### src/rtl/vga_timing_pkg.sv
// vga_timing_pkg: default 640x480@60 raster geometry and the 12-bit colour type
// shared by the timing generator and the draw units.
package vga_timing_pkg;

    localparam int H_ACTIVE = 640;
    localparam int H_FP     = 16;
    localparam int H_SYNC   = 96;
    localparam int H_BP     = 48;
    localparam int H_TOTAL  = H_ACTIVE + H_FP + H_SYNC + H_BP;

    localparam int V_ACTIVE = 480;
    localparam int V_FP     = 10;
    localparam int V_SYNC   = 2;
    localparam int V_BP     = 33;
    localparam int V_TOTAL  = V_ACTIVE + V_FP + V_SYNC + V_BP;

    typedef struct packed {
        logic [3:0] r;
        logic [3:0] g;
        logic [3:0] b;
    } rgb12_t;

endpackage

### src/rtl/vga_sync_delay.sv
// vga_sync_delay: enable-gated shift register that lines up raster control bits
// with the draw-mux latency; reset loads every stage with the blank pattern.
module vga_sync_delay
    import vga_timing_pkg::*;
#(
    parameter int               WIDTH = 3,
    parameter int               DEPTH = 1,
    parameter logic [WIDTH-1:0] BLANK = '0
) (
    input  logic             clk,
    input  logic             reset,
    input  logic             en,
    input  logic [WIDTH-1:0] din,
    output logic [WIDTH-1:0] dout
);

    logic [WIDTH*DEPTH-1:0]     sr_q;
    logic [WIDTH*DEPTH-1:0]     sr_d;
    logic [WIDTH*(DEPTH+1)-1:0] shifted;

    // Shift one slot toward the output on each enable; the oldest entry drops off.
    always_comb begin
        shifted = {sr_q, din};
        sr_d    = en ? shifted[WIDTH*DEPTH-1:0] : sr_q;
    end

    // Shift register state; reset flushes the line to blank.
    always_ff @(posedge clk) begin
        if (reset) begin
            sr_q <= {DEPTH{BLANK}};
        end else begin
            sr_q <= sr_d;
        end
    end

    assign dout = sr_q[WIDTH*DEPTH-1 -: WIDTH];

endmodule

### src/rtl/vga_timing_gen.sv
// vga_timing_gen: pixel-rate divider, raster counters, frame strobe and the
// final blanked, sync-aligned VGA output register stage.
module vga_timing_gen #(
    parameter int CLK_DIV  = 2,
    parameter int H_ACTIVE = vga_timing_pkg::H_ACTIVE,
    parameter int H_FP     = vga_timing_pkg::H_FP,
    parameter int H_SYNC   = vga_timing_pkg::H_SYNC,
    parameter int H_BP     = vga_timing_pkg::H_BP,
    parameter int V_ACTIVE = vga_timing_pkg::V_ACTIVE,
    parameter int V_FP     = vga_timing_pkg::V_FP,
    parameter int V_SYNC   = vga_timing_pkg::V_SYNC,
    parameter int V_BP     = vga_timing_pkg::V_BP,
    parameter int SYNC_POL = 0,
    parameter int PIPE_DLY = 1
) (
    input  logic        clk,
    input  logic        reset,
    input  logic [11:0] rgb_in,
    output logic [31:0] pxl_x,
    output logic [31:0] pxl_y,
    output logic        pxl_tick,
    output logic        active,
    output logic        frame,
    output logic [3:0]  vga_r,
    output logic [3:0]  vga_g,
    output logic [3:0]  vga_b,
    output logic        vga_hs,
    output logic        vga_vs
);
    import vga_timing_pkg::*;

    localparam int H_TOT = H_ACTIVE + H_FP + H_SYNC + H_BP;
    localparam int V_TOT = V_ACTIVE + V_FP + V_SYNC + V_BP;
    localparam int HW    = (H_TOT > 1) ? $clog2(H_TOT) : 1;
    localparam int VW    = (V_TOT > 1) ? $clog2(V_TOT) : 1;
    localparam int DW    = (CLK_DIV > 1) ? $clog2(CLK_DIV) : 1;

    localparam logic [DW-1:0] DIV_LAST   = DW'(CLK_DIV - 1);
    localparam logic [HW-1:0] H_LAST     = HW'(H_TOT - 1);
    localparam logic [VW-1:0] V_LAST     = VW'(V_TOT - 1);
    localparam logic [VW-1:0] V_PRE_BLNK = VW'(V_ACTIVE - 1);

    localparam logic [31:0] H_ACT_W  = 32'(H_ACTIVE);
    localparam logic [31:0] V_ACT_W  = 32'(V_ACTIVE);
    localparam logic [31:0] HS_START = 32'(H_ACTIVE + H_FP);
    localparam logic [31:0] HS_END   = 32'(H_ACTIVE + H_FP + H_SYNC);
    localparam logic [31:0] VS_START = 32'(V_ACTIVE + V_FP);
    localparam logic [31:0] VS_END   = 32'(V_ACTIVE + V_FP + V_SYNC);

    localparam logic SYNC_ACT  = (SYNC_POL != 0);
    localparam logic SYNC_IDLE = ~SYNC_ACT;

    logic [DW-1:0] div_cnt_q, div_cnt_d;
    logic [HW-1:0] h_q, h_d;
    logic [VW-1:0] v_q, v_d;
    logic          frame_q, frame_d;
    rgb12_t        vga_rgb_q, vga_rgb_d;
    logic          vga_hs_q, vga_hs_d;
    logic          vga_vs_q, vga_vs_d;

    logic          hs_raw, vs_raw;
    logic [2:0]    dly_out;
    logic          active_dly, hs_dly, vs_dly;

    // Raster coordinates and the per-coordinate control bits derived from them.
    assign pxl_x    = 32'(h_q);
    assign pxl_y    = 32'(v_q);
    assign pxl_tick = ~reset & (div_cnt_q == DIV_LAST);
    assign active   = (pxl_x < H_ACT_W) && (pxl_y < V_ACT_W);
    assign hs_raw   = (pxl_x >= HS_START) && (pxl_x < HS_END);
    assign vs_raw   = (pxl_y >= VS_START) && (pxl_y < VS_END);

    // Control bits travel alongside the draw-mux pipeline so they meet their own colour.
    vga_sync_delay #(
        .WIDTH (3),
        .DEPTH (PIPE_DLY),
        .BLANK (3'b000)
    ) u_sync_delay (
        .clk   (clk),
        .reset (reset),
        .en    (pxl_tick),
        .din   ({active, hs_raw, vs_raw}),
        .dout  (dly_out)
    );

    assign {active_dly, hs_dly, vs_dly} = dly_out;

    // Next-state: clock divider, scan counters and the start-of-vblank strobe.
    always_comb begin
        div_cnt_d = (div_cnt_q == DIV_LAST) ? '0 : div_cnt_q + 1'b1;
        h_d       = h_q;
        v_d       = v_q;
        frame_d   = 1'b0;
        if (pxl_tick) begin
            if (h_q == H_LAST) begin
                h_d     = '0;
                v_d     = (v_q == V_LAST) ? '0 : v_q + 1'b1;
                frame_d = (v_q == V_PRE_BLNK);
            end else begin
                h_d = h_q + 1'b1;
            end
        end
    end

    // Next-state: output stage samples the mux colour on each tick; blanking masks
    // the colour outright so an undriven rgb_in never reaches the DAC.
    always_comb begin
        vga_rgb_d = vga_rgb_q;
        vga_hs_d  = vga_hs_q;
        vga_vs_d  = vga_vs_q;
        if (pxl_tick) begin
            vga_rgb_d = active_dly ? rgb12_t'(rgb_in) : '0;
            vga_hs_d  = hs_dly ? SYNC_ACT : SYNC_IDLE;
            vga_vs_d  = vs_dly ? SYNC_ACT : SYNC_IDLE;
        end
    end

    // State registers; reset returns to the top-left corner with blank, idle outputs.
    always_ff @(posedge clk) begin
        if (reset) begin
            div_cnt_q <= '0;
            h_q       <= '0;
            v_q       <= '0;
            frame_q   <= 1'b0;
            vga_rgb_q <= '0;
            vga_hs_q  <= SYNC_IDLE;
            vga_vs_q  <= SYNC_IDLE;
        end else begin
            div_cnt_q <= div_cnt_d;
            h_q       <= h_d;
            v_q       <= v_d;
            frame_q   <= frame_d;
            vga_rgb_q <= vga_rgb_d;
            vga_hs_q  <= vga_hs_d;
            vga_vs_q  <= vga_vs_d;
        end
    end

    assign frame  = frame_q;
    assign vga_r  = vga_rgb_q.r;
    assign vga_g  = vga_rgb_q.g;
    assign vga_b  = vga_rgb_q.b;
    assign vga_hs = vga_hs_q;
    assign vga_vs = vga_vs_q;

endmodule
### config.mk
export PLATFORM = sky130hd
export DESIGN_NAME = vga_timing_gen
export DESIGN_NICKNAME = d
export VERILOG_FILES = /design/src/rtl/vga_timing_pkg.sv /design/src/rtl/vga_sync_delay.sv /design/src/rtl/vga_timing_gen.sv
export SDC_FILE = /design/constraint.sdc
export NUM_CORES = 1
export LEC_CHECK = 0
export CELL_PAD_IN_SITES_DETAIL_PLACEMENT = 0
export CELL_PAD_IN_SITES_GLOBAL_PLACEMENT = 2
export CORE_MARGIN = 1.5
export CORE_UTILIZATION = 24
export CTS_BUF_LIST = sky130_fd_sc_hd__clkbuf_8 sky130_fd_sc_hd__clkbuf_16
export DETAILED_ROUTE_END_ITERATION = 16
export PLACE_DENSITY = 0.94
export SYNTH_ARGS = -nofsm -noshare
export SYNTH_HDL_FRONTEND = slang
export SYNTH_SLANG_ARGS = --single-unit
### constraint.sdc
create_clock -name clk -period 5 [get_ports clk]
set_clock_uncertainty 0.05 [all_clocks]
set_input_delay 0.75 -clock clk [delete_from_list [all_inputs] [get_ports clk]]
set_output_delay 0.75 -clock clk [all_outputs]
set_load 0.02 [all_outputs]
==> impl_results.md, run 1 <==
* Crit path launch type: primary input
* Post-synthesis cell type count at 39
* Die area at 0.00922 mm2
* Clock Pin Slew Worst Setup and Hold Paths at 0.09 ns
* Fmax at 0.300 GHz
* Cell total after placement at 394
* Most used cell, CP: clkdlybuf4s50_1
* Worst-path cell chain: clkdlybuf4s50_1 -> buf_4 -> nand2b_1 -> inv_1 -> clkdlybuf4s50_1
* Metal2 WL at 2140 um
* DR vias at 1,770
* Synthesized flop and latch total at 39
* Total congestion overflow at 0
* Final nets at 314
* Detailed placement HPWL at 3400 um
* Post-synth EDFFs at 0
* Period utilisation layout at 66.7%
* CTS buffer count at 5
* Clock root cell: clkbuf_8
* Outcome: finished clean
* M1 WL at 2250 um
* Core Region at 0.00830 mm2
* Detailed-route vias per instance at 4.40
* Synthesis-to-layout area growth at 25.9%
* Min-Delay Path Class: reg2reg
* Ys async rst share at 0%
* Worst setup path class: in2out
* Primary FF master, synth: dfxtp_1
* IO Pins at 95
* Initial antenna violation count at 0
* Cell Pwr Density at 258 mW/mm2
* Total of max-cap violations at 0
* Total power draw at 674 uW
* Lkg Pwr at 0.000931 uW
* Commonest cells after routing, fill and taps aside: clkdlybuf4s50_1 (50), conb_1 (44), dfxtp_1 (39)
* First-pass GRT wire length at 7370 um
* Top sig layer: met4
* CTS tree: done
* 1st-iter DRT viols at 89
* Post-route non-filler standard cell count at 402
* Crit path largest cell delay at 0.64 ns
* DR DRC count at 0
* Die width at 96.0 um
* Setup TNS at 0 ns
* Starting Density at 25.0%
* N_diodes at 0
* TritonRoute pass-1 iters at 4
* Syn Area/Cell at 8.31 um2
* Clock Latency Late Sink at 0.30 ns
* WL/cell at 11.9 um
* RSZ-0062 raised after global routing: false
* Final hold violation count at 0
* Yosys warning count at 0
* CTS Sinks at 39
* Vias in the first global route at 1,541
* # hold bufs at CTS at 0
* Largest net degree at the start of global routing at 35
* Clk buf depth at 2
* CP max stage cell: clkdlybuf4s50_1
* H-tree depth at 2
* Std cell rows at 33
* Register area share after synthesis at 37.6%
* Share of cells above drive strength 1 at 4.04%
* GP Congestion at 0.793
* Slew Viols, Final at 0
* CP required at 4.20 ns
* Post_cts resized at 0
* Post-CTS Setup Bufs at 0
* Global Route Usage Sum at 10.2%
* Post-Synthesis Cells at 250
* Min Tclk post-route at 3.33 ns
* Final setup violation count at 0
* Mapped Area at 0.00208 mm2
* Maximum fanout along the worst path at 25
* Slew margin rel. at 37.9%
* Critical path capture point type: primary output
* Most common cell after layout, fill and taps aside: clkdlybuf4s50_1
* Worst slew pin tran at 0.931 ns
* VDD IR max at 0.0948 mV
* Die H at 96.0 um
* Routed wl met3 at 375 um
* Antenna-violating nets left at 0
* Crit path DAT at 2.53 ns
* I/O Buffers at 50
* Total wire length at 4770 um
-- worst max-delay path, delay by kind of cell --
| family | cells | cell delay (ns) |
|---|---|---|
| and+or+nand+nor | 1 | 0.29 |
| buffers and inverters | 4 | 1.48 |
-- layout make-up --
type / count / area, um2
clock buffer: 6 / 82.6
clock inverter: 2 / 35.0
fill: 874 / 5680
inverter: 7 / 26.3
multi-input combinational: 192 / 1050
sequential: 39 / 781
tap: 105 / 131
timing repair buffer: 51 / 508
-- worst paths after layout --
path / startpoint / end / slack, ns / depth (start not counted)
hold reg to reg: vga_r[1] / vga_r[1] / 0.42 / 2
setup / recovery: reset / pxl_tick / 1.67 / 5
hold / removal: vga_r[1] / vga_r[1] / 0.42 / 2
setup reg to reg: div_cnt_q / v_q[1] / 2.03 / 4
-- report_power, final --
group | internal (uW) | switching, uW
clock network | 162 | 114
registers | 316 | 10.4
logic | 24.2 | 48.7
total | 501 | 173
-- synth_stat cells, drive strengths merged (5+ instances only) --
cell type | count | area share, %
nand3 | 21 | 5.1
nor2 | 10 | 1.8
or3 | 7 | 2.1
o21ai | 8 | 1.9
nand2b | 17 | 5.1
xor2 | 5 | 2.1
nand2 | 13 | 2.3
nand4 | 5 | 1.5
dfxtp | 39 | 38
inv | 7 | 1.3
a21oi | 23 | 5.5
buf | 46 | 17
clkbuf | 9 | 1.6
-- layer usage --
metal / vias to the layer above / track usage (%)
li1: 862 / -
met1: 825 / 13.5
met2: 81 / 15.7
met3: 2 / 4.03
met4: 0 / 1.84
met5: - / 0
-- stage by stage --
| step | setup slack (ns) | instance area, um2 | hold slack [ns] | utilization [%] |
|---|---|---|---|---|
| after floorplan | 2.57 | 2240 | 0.375 | - |
| after global placement | 1.70 | 2500 | 0.406 | 30.1 |
| after detailed placement | 1.69 | 2500 | 0.411 | 30.1 |
| after CTS | 1.68 | 2620 | 0.425 | 31.5 |
| after global routing | 1.49 | 2620 | 0.447 | 31.5 |
| final | 1.67 | 2620 | 0.421 | 31.5 |
-- state kept, by name, indices dropped and copies added, names as in the netlist --
| name | flops |
|---|---|
| h_q | 10 |
| v_q | 10 |
| vga_b | 4 |
| vga_g | 4 |
| vga_r | 4 |
| u_sync_delay.dout | 3 |
| div_cnt_q | 1 |
| frame | 1 |
| vga_hs | 1 |
| vga_vs | 1 |
-- cell families after synthesis --
kind of cell / share of synthesized area (%)
buf+inv: 19.6
compound gates: 11.3
flops: 37.6
fa+ha+maj: 2.41
other cells: 0.181
xor+xnor: 2.95
simple gates: 26.0
Note: power is estimated with default switching activity, not from simulation.
==> inputs of run 2 (changes only) <==
--- a/config.mk
+++ b/config.mk
@@ -8,10 +8,10 @@
 export CELL_PAD_IN_SITES_DETAIL_PLACEMENT = 0
 export CELL_PAD_IN_SITES_GLOBAL_PLACEMENT = 2
 export CORE_MARGIN = 1.5
-export CORE_UTILIZATION = 24
+export CORE_UTILIZATION = 22
 export CTS_BUF_LIST = sky130_fd_sc_hd__clkbuf_8 sky130_fd_sc_hd__clkbuf_16
 export DETAILED_ROUTE_END_ITERATION = 16
-export PLACE_DENSITY = 0.94
+export PLACE_DENSITY = 0.88
 export SYNTH_ARGS = -nofsm -noshare
 export SYNTH_HDL_FRONTEND = slang
 export SYNTH_SLANG_ARGS = --single-unit
==> constraint.sdc (replaced) <==
create_clock -name clk -period 3.17 [get_ports clk]
set_clock_uncertainty 0.05 [all_clocks]
set_input_delay 0.4755 -clock clk [delete_from_list [all_inputs] [get_ports clk]]
set_output_delay 0.4755 -clock clk [all_outputs]
set_load 0.02 [all_outputs]
==> run 2 against run 1 <==
Clock power up 58%. Register-to-register slack worse by 1.3 ns. Largest cell class unchanged. Via count is 2.8% lower. Count of clock-buffer cells in the layout is the same. Largest power group unchanged. Critical path depth is 1 lower. Final area increased by 0.57%. Highest routed layer unchanged.
==> impl_results.md, run 2 (synthesis results as in run 1) <==
* Outcome: finished clean
* Final nets at 315
* Layout fillers at 1,005
* Design Area, Final at 0.00263 mm2
* Most used cell, CP: clkdlybuf4s50_1
* Detailed-route vias per instance at 4.21
* DR vias at 1,721
* CTS Sinks at 39
* DR DRC count at 0
* I/O Buffers at 50
* Synthesis-to-layout area growth at 26.6%
* Total wire length at 4810 um
* Clock Pin Slew Worst Setup and Hold Paths at 0.08 ns
* Vias in the first global route at 1,521
* Worst Hold Depth at 2
* H-tree depth at 2
* Final setup violation count at 0
* Die area at 0.0100 mm2
* Std cell rows at 35
* Total congestion overflow at 0
* Worst setup margin at 0.583 ns
* Total of max-cap violations at 0
* Post-CTS Setup Bufs at 0
* Reg-to-reg slack, setup at 0.77 ns
* Global Route Usage Sum at 9.57%
* Critical path capture point type: primary output
* Cell Pwr Density at 405 mW/mm2
* Die width at 100 um
* 1st-iter DRT viols at 68
* Period utilisation layout at 81.6%
* Crit path launch type: primary input
* Lkg Pwr at 0.000936 uW
* Worst reg2reg path depth at 5
* Slew margin rel. at 56.4%
* # hold bufs at CTS at 0
* First-pass GRT wire length at 7530 um
* Initial antenna violation count at 0
* Core Region at 0.00920 mm2
* Final hold violation count at 0
* Maximum fanout along the worst path at 9
* Share of cells above drive strength 1 at 4.36%
* Largest net degree at the start of global routing at 34
* TritonRoute pass-1 iters at 4
* Fmax at 0.386 GHz
* Clock root cell: clkbuf_8
* IO Pins at 95
* Setup TNS at 0 ns
* Worst slew pin tran at 0.653 ns
* Worst Hold End: vga_b[0]
* CTS buffer count at 5
* Min-Delay Path Class: reg2reg
* Clock Latency Late Sink at 0.29 ns
* GP Congestion at 0.819
* Detailed placement HPWL at 3400 um
* CTS tree: done
* Die H at 100 um
* Commonest cells after routing, fill and taps aside: clkdlybuf4s50_1 (50), conb_1 (44), dfxtp_1 (39)
* CP required at 2.64 ns
* Antenna-violating nets left at 0
* N_diodes at 0
* Crit Reg-Reg Startpoint: h_q[0]
* Min Tclk post-route at 2.59 ns
* Largest registers: h_q x10, v_q x10
* Most common cell after layout, fill and taps aside: clkdlybuf4s50_1
* Crit path DAT at 2.06 ns
* VDD IR max at 0.166 mV
* Placed instance area at 0.00251 mm2
* Worst R2R End: v_q[1]
* Post_cts resized at 0
* Setup WS pre-CTS at 0.332 ns
* Clk buf depth at 2
* CP max stage cell: clkdlybuf4s50_1
* Worst-path cell chain: clkdlybuf4s50_1 -> nand2b_1 -> inv_1 -> clkdlybuf4s50_1
* Crit path largest cell delay at 0.64 ns
* Hold path startpoint: vga_b[0]
* Starting Density at 22.6%
* Slew Viols, Final at 0
* WL/cell at 11.8 um
* RSZ-0062 raised after global routing: false
* Worst setup path class: in2out
[run 2: per-layer routing]
layer	up-vias	GRT usage, %	share of wire [%]
li1	862	-	-
met1	797	12.6	48
met2	58	15.1	46
met3	4	3.34	5.8
met4	0	2.28	0.69
met5	-	0	0
[run 2: cell type report]
type / count / area [um2] / share of cell area (%)
Inverter: 7 / 26.3 / 0.999
Tap cell: 111 / 139 / 5.28
Multi-Input combinational cell: 192 / 1050 / 40.0
Clock buffer: 6 / 82.6 / 3.14
Clock inverter: 2 / 35.0 / 1.33
Timing Repair Buffer: 52 / 515 / 19.6
Sequential cell: 39 / 781 / 29.7
[run 2: worst max path at each step]
stage | to | slack (ns) | from | cells past startpoint
final | pxl_tick | 0.58 | reset | 4
after global routing | pxl_tick | 0.51 | reset | 4
after CTS | pxl_tick | 0.58 | reset | 4
after detailed placement | v_q[1] | 0.33 | reset | 5
after floorplan | v_q[8] | 0.91 | h_q[1] | 6
after global placement | v_q[1] | 0.37 | reset | 5
[run 2: power breakdown]
group	switching (uW)	internal, uW
combinational	84.2	39.0
sequential	10.5	498
clock	179	255
[run 2: through the flow]
step                hold WS, ns  utilization [%]  total power (uW)  instances
CTS                       0.424             28.6              1090        409
global route              0.440             28.6              1110        409
finish                    0.420             28.6              1070        409
floorplan                 0.375                -               642        293
global placement          0.405             27.3               643        401
detailed placement        0.410             27.3               644        401
[run 2: worst max-delay path, delay by kind of cell]
kind                   cells  cell delay, ns
and+or+nand+nor            1            0.29
buffers and inverters      3            1.30
